## config.mk

```make
export PLATFORM = sky130hd
export DESIGN_NAME = multi_channel_clock_gating
export DESIGN_NICKNAME = d
export VERILOG_FILES = /design/src/rtl/clock_gating_pkg.sv /design/src/rtl/clock_gate_cell.sv /design/src/rtl/multi_channel_clock_gating.sv
export SDC_FILE = /design/constraint.sdc
export NUM_CORES = 1
export LEC_CHECK = 0
export ABC_CLOCK_PERIOD_IN_PS = 3200
export BUFFER_PORTS_ARGS = -buffer_cell sky130_fd_sc_hd__buf_2
export CAP_MARGIN = 20
export CELL_PAD_IN_SITES_DETAIL_PLACEMENT = 0
export CELL_PAD_IN_SITES_GLOBAL_PLACEMENT = 1
export CORE_MARGIN = 5
export CORE_UTILIZATION = 28
export CTS_CLUSTER_SIZE = 20
export DETAILED_ROUTE_END_ITERATION = 7
export PLACE_DENSITY = 0.62
export SLEW_MARGIN = 25
export SYNTH_ARGS = -nofsm -noshare
export SYNTH_HDL_FRONTEND = slang
export SYNTH_SLANG_ARGS = --single-unit
```

## constraint.sdc

```tcl
create_clock -name clk -period 3.2 [get_ports clk]
set_clock_uncertainty 0.15 [all_clocks]
set_input_delay 0.16 -clock clk [delete_from_list [all_inputs] [get_ports clk]]
set_output_delay 0.16 -clock clk [all_outputs]
set_load 0.02 [all_outputs]
```

## src/rtl/clock_gating_pkg.sv

```systemverilog
`timescale 1ns/1ps
// Shared definitions for the multi-channel clock gater: channel state encoding and default sizing.
package clock_gating_pkg;

  typedef enum logic [1:0] {
    GATED     = 2'b00,
    ACTIVE    = 2'b01,
    COUNTDOWN = 2'b10
  } cg_state_t;

  localparam int unsigned DEF_N_CH  = 4;
  localparam int unsigned DEF_CNT_W = 8;

endpackage

```

## src/rtl/clock_gate_cell.sv

```systemverilog
`timescale 1ns/1ps
// Glitch-free clock gate: enable captured by a latch open while clk is low, ANDed with clk.
// Reset clears the latch asynchronously, so an in-flight high phase is cut short immediately.
module clock_gate_cell (
  input  logic clk,
  input  logic reset_n,
  input  logic i_en,
  output logic o_gclk
);

  logic r_en_lat;

  always_latch begin
    if (!reset_n) begin
      r_en_lat <= 1'b0;
    end else if (!clk) begin
      r_en_lat <= i_en;
    end
  end

  assign o_gclk = clk & r_en_lat;

endmodule

```

## src/rtl/multi_channel_clock_gating.sv

```systemverilog
`timescale 1ns/1ps
// Per-channel activity-driven clock gating with idle hysteresis; clk_en/wake are registered,
// gated_clk follows clk_en by one cycle. No flow control: inputs are sampled every posedge.
module multi_channel_clock_gating
  import clock_gating_pkg::*;
#(
  parameter int unsigned N_CH  = DEF_N_CH,
  parameter int unsigned CNT_W = DEF_CNT_W
) (
  input  logic             clk,
  input  logic             reset_n,
  input  logic [N_CH-1:0]  activity,
  input  logic [N_CH-1:0]  force_on,
  input  logic [CNT_W-1:0] idle_limit,
  output logic [N_CH-1:0]  gated_clk,
  output logic [N_CH-1:0]  clk_en,
  output logic [N_CH-1:0]  wake
);

  localparam logic [CNT_W-1:0] LIM_ONE = CNT_W'(1);

  // idle_limit of 0 or 1 both gate on the first low sample
  logic w_lim_le1;
  assign w_lim_le1 = (idle_limit <= LIM_ONE);

  for (genvar g = 0; g < N_CH; g++) begin : g_ch
    cg_state_t        r_state;
    cg_state_t        w_nxt_state;
    logic [CNT_W-1:0] r_cnt;
    logic [CNT_W-1:0] w_nxt_cnt;
    logic [CNT_W:0]   w_inc;
    logic             r_en;
    logic             r_wake;
    logic             w_nxt_wake;
    logic             w_dem;

    assign w_dem = activity[g] | force_on[g];
    // One extra bit so the increment can never wrap, even if idle_limit shrank mid-countdown
    assign w_inc = {1'b0, r_cnt} + {{CNT_W{1'b0}}, 1'b1};

    always_comb begin
      w_nxt_state = r_state;
      w_nxt_cnt   = r_cnt;
      w_nxt_wake  = 1'b0;
      case (r_state)
        GATED: begin
          if (w_dem) begin
            w_nxt_state = ACTIVE;
            w_nxt_cnt   = '0;
            w_nxt_wake  = 1'b1;
          end
        end
        ACTIVE: begin
          w_nxt_cnt = '0;
          if (!w_dem) begin
            if (w_lim_le1) begin
              w_nxt_state = GATED;
            end else begin
              w_nxt_state = COUNTDOWN;
              w_nxt_cnt   = LIM_ONE;
            end
          end
        end
        COUNTDOWN: begin
          if (w_dem) begin
            w_nxt_state = ACTIVE;
            w_nxt_cnt   = '0;
          end else if (w_inc >= {1'b0, idle_limit}) begin
            w_nxt_state = GATED;
            w_nxt_cnt   = '0;
          end else begin
            w_nxt_cnt = w_inc[CNT_W-1:0];
          end
        end
        default: begin
          w_nxt_state = GATED;
          w_nxt_cnt   = '0;
        end
      endcase
    end

    always_ff @(posedge clk or negedge reset_n) begin
      if (!reset_n) begin
        r_state <= GATED;
        r_cnt   <= '0;
        r_en    <= 1'b0;
        r_wake  <= 1'b0;
      end else begin
        r_state <= w_nxt_state;
        r_cnt   <= w_nxt_cnt;
        r_en    <= (w_nxt_state != GATED);
        r_wake  <= w_nxt_wake;
      end
    end

    assign clk_en[g] = r_en;
    assign wake[g]   = r_wake;

    clock_gate_cell u_cell (
      .clk     (clk),
      .reset_n (reset_n),
      .i_en    (r_en),
      .o_gclk  (gated_clk[g])
    );
  end

endmodule

```

==> reports/metrics.csv <==
stage,metric,value,unit
run_status,status,"finished, final reports clean",
yosys,synthesized net count,494,
yosys,adder-cell share of the synthesized area,17.0,%
worst_setup_path,Setup crit start kind,clock port,
cts,Clock Latency Late Sink,0.53,ns
sta,"Slew Viols, Final",0,
cells_and_area,final core utilization,36.6,%
cells_and_area,fraction of layout cells with a size suffix above 1,16.4,%
detailed_routing,Residual DRC,0,
floorplanning,Die H,127,um
worst_setup_path,reg2reg start,g_ch[3].r_cnt[2]$_DFFE_PN0P_,
detailed_routing,Vias/cell,4.90,
global_route,GRT met2 Usage,20.7,%
global_route,GR Util All Layers,13.7,%
worst_setup_path,Worst Setup SP,clk,
global_route,routing usage on met3,5.42,%
floorplanning,Boundary Pins,30,
power_and_ir_drop,Gate power share,28.0,%
worst_setup_path,CP max-delay cell,buf_2,
detailed_routing,Post-DRT Antenna Nets,0,
worst_setup_path,"Largest stage delay, worst path",0.15,ns
yosys,mux share of post-synthesis cell area,0.523,%
yosys,Gate Count Post-Synth,424,
worst_setup_path,"Cell Chain, Critical Path",clkbuf_16 > clkbuf_16 > clkbuf_16 > clkbuf_16 > clkbuf_16 > clkbuf_16 > clkbuf_16 > and2_1 > buf_2,
floorplanning,die area,0.0161,sq mm
worst_setup_path,WP data required,2.89,ns
yosys,"Primary FF master, synth",dfrtp_1,
floorplanning,Core ar.,0.0133,sq mm
cts,postcts setup bufs,0,
worst_setup_path,Worst EP arrival,2.81,ns
placement,port bufs,29,
detailed_routing,drt first pass iters,4,
global_route,met1 GRT Util,16.0,%
sta,hold slack final,0.167,ns
global_route,GRT overflow,0,
power_and_ir_drop,sequential share of power,23.4,%
yosys,Async SR Flop Fraction,92.3,%
yosys,combinational family with the most area after synthesis,simple AND/OR/NAND/NOR gates,
power_and_ir_drop,Pint,2.40,mW
yosys,Compound-Gate Fraction of Synth Area,16.0,%
worst_setup_path,reg2reg setup slack,0.17,ns
cells_and_area,net count reported at finish,549,
yosys,post-synthesis xor/xnor area fraction,5.03,%
power_and_ir_drop,Pwr Density,729,mW/mm^2
worst_setup_path,critical path depth,9,
sta,final setup violation count,0,
placement,DP HPWL,6.91,mm
floorplanning,FP Rows,42,
yosys,Post-Syn Area,0.00383,sq mm
cells_and_area,"commonest cells after routing, fill and taps aside","52 x ha_1, 48 x dfrtp_1, 37 x nor2_1",
global_route,initial antenna violation count,0,
yosys,simple-gate share of the synthesized area,22.6,%
power_and_ir_drop,Lkg Pwr,2.30,nW
min_path,Hold Path Class,in2async,
worst_setup_path,critical setup path kind,clk2out,
yosys,syn avg cell area,9.03,sq um
worst_setup_path,CP bufs+invs,8,
cells_and_area,Fill cells,1346,
global_route,pin count of the biggest net entering global routing,33,
yosys,#FFs+latches synth,52,
worst_setup_path,FF-to-FF path depth,11,
yosys,largest cells by area after synthesis,"dfrtp_1 31%, ha_1 17%, a21oi_1 3.9%",
sta,Final Hold Fails,0,
floorplanning,die width,127,um
cells_and_area,Syn-to-layout area delta,27.6,%
global_route,first-pass GRT wire length,16.8,mm
cts,CTS tree,yes,
floorplanning,Initial Utilization,28.7,%
power_and_ir_drop,switching component of the power,1.16,mW
yosys,"EDFF count, synth",0,
power_and_ir_drop,maximum VDD drop,0.000261,V
worst_setup_path,crit path to,gated_clk[0],
placement,GP Congestion,0.801,
sta,Slew headroom,59.6,%
job,MaxCap Viol Count,0,
global_route,vias in the first global route,3455,
sta,RSZ-0062 raised after global routing,true,
worst_setup_path,critical path's most frequent cell,clkbuf_16,
cells_and_area,antenna cells,0,
cts,"Reg clk slew, reported paths",0.07,ns
worst_setup_path,RR Endpoint,g_ch[3].r_state[1]$_DFF_PN0_,
detailed_routing,DR WL/cell,14.9,um
yosys,"area leader, netlist",dfrtp_1,
power_and_ir_drop,clock power share,48.5,%
sta,Slew @ Worst Pin,0.606,ns
worst_setup_path,CP max FO,2,
worst_setup_path,Critical Path Sink Type,output port,
detailed_routing,Via Count,3220,
cells_and_area,"commonest non-fill, non-tap cell in the layout",ha_1,
yosys,"Distinct cells, synth",54,
global_route,GR peak layer,met2,
power_and_ir_drop,switch share,32.6,%
worst_setup_path,top cell family by delay on the critical path,buffers and inverters,
yosys,Synth Warn #,0,
yosys,area share of the largest cell type after synthesis,31.4,%
detailed_routing,Total Wirelength,9.81,mm
detailed_routing,Iteration-0 DRC Markers,250,
[cells by family after synthesis]
group,Yosys count
XOR/XNOR,22
AND/OR/NAND/NOR,162
flip-flops,48
adder cells (fa/ha/maj),52
AO/OA/AOI/OAI,89
buffers and inverters,45
latches,4
multiplexers,2
[routing by layer]
metal  wire length, um  part of all wire, %
met5                 0                    0
met2              4670                   48
met4               134                  1.4
met3               368                  3.8
met1              4640                   47
[timing repair]
item,CTS,global route
resized for setup,0,1
setup endpoints to repair,0,3
endpoints found under the hold margin,81,0
hold buffers,15,0
[worst register-to-register path, cell delays in order (launching register included)]
cell and delay [ns]:
dfrtp_1 0.46, nand3_1 0.16, nor2_1 0.23, nand3_1 0.12, xnor2_1 0.24, ha_1 0.29, nand3_1 0.13, o22ai_1 0.10
or4b_4 0.53, nor2_8 0.17, nor3_2 0.09, a221oi_2 0.27
[power groups by stage]
stage                     clock network, mW  registers [mW]  logic (mW)
after floorplan                      0.0703           0.818       0.808
after global placement               0.0587           0.842       0.983
after detailed placement             0.0587           0.842       0.990
after CTS                              1.78           0.837        1.01
after global routing                   1.83           0.854        1.13
final                                  1.73           0.833       0.998
[cell usage after synthesis (2+ instances only)]
library cell,n
or2_2,4
clkbuf_1,7
o211ai_1,4
a21o_1,4
nor2_1,38
o21ai_1,2
a22o_1,11
inv_1,22
buf_4,12
dfrtp_1,48
o21ai_0,5
nand4b_1,4
o221ai_1,2
nand2b_1,4
o22ai_1,3
xnor2_1,13
a32o_1,3
mux2i_1,2
buf_2,3
nor3b_1,2
nor4_1,4
and3_1,2
o32ai_1,3
a211oi_1,5
nor3_1,4
and2_1,15
nor2b_1,7
nor3_2,4
nand4_1,4
nand3_1,23
ha_1,52
dlxtp_1,4
a21oi_1,30
o31ai_1,3
nand3b_1,5
xor2_1,9
a31oi_1,6
nand2_1,35
[sequential cells by signal, summed over array words and instances (netlist names)]
register / flops
g_ch.r_cnt: 32
g_ch.r_en: 4
g_ch.r_wake: 4
g_ch.u_cell.r_en_lat: 4
g_ch.r_state: 8
[through the flow]
step / area, sq um / total power [mW] / setup TNS (ns) / setup slack [ns] / cells
6_report: 4880 / 3.56 / 0 / 0.0839 / 657
5_1_grt: 4880 / 3.81 / -0.0175 / -0.0175 / 657
4_1_cts: 4880 / 3.62 / 0 / 0.0712 / 657
3_5_place_dp: 4120 / 1.89 / 0 / 0.179 / 615
3_3_place_gp: 4120 / 1.88 / 0 / 0.185 / 615
2_1_floorplan: 3830 / 1.70 / 0 / 0.430 / 424
[cell type report]
class | instances | area [sq um] | area share [%]
inverter | 22 | 82.6 | 1.69
clock buffer | 30 | 617 | 12.6
sequential | 52 | 1260 | 25.8
timing repair buffer | 49 | 343 | 7.02
tap | 176 | 220 | 4.51
clock inverter | 1 | 17.5 | 0.359
multi-input combinational | 327 | 2340 | 48.0
[how the worst min path moves through the flow]
stage                        from                           end  slack, ns
after floorplan           reset_n                    clock gate      -1.59
after global placement    reset_n                    clock gate      -1.15
after detailed placement  reset_n                    clock gate      -1.14
after CTS                 reset_n      g_ch[2].r_wake$_DFF_PN0_       0.20
after global routing      reset_n      g_ch[2].r_wake$_DFF_PN0_       0.22
final                     reset_n  g_ch[2].r_state[0]$_DFF_PN0_       0.17
(Power assumes the default switching activity.)
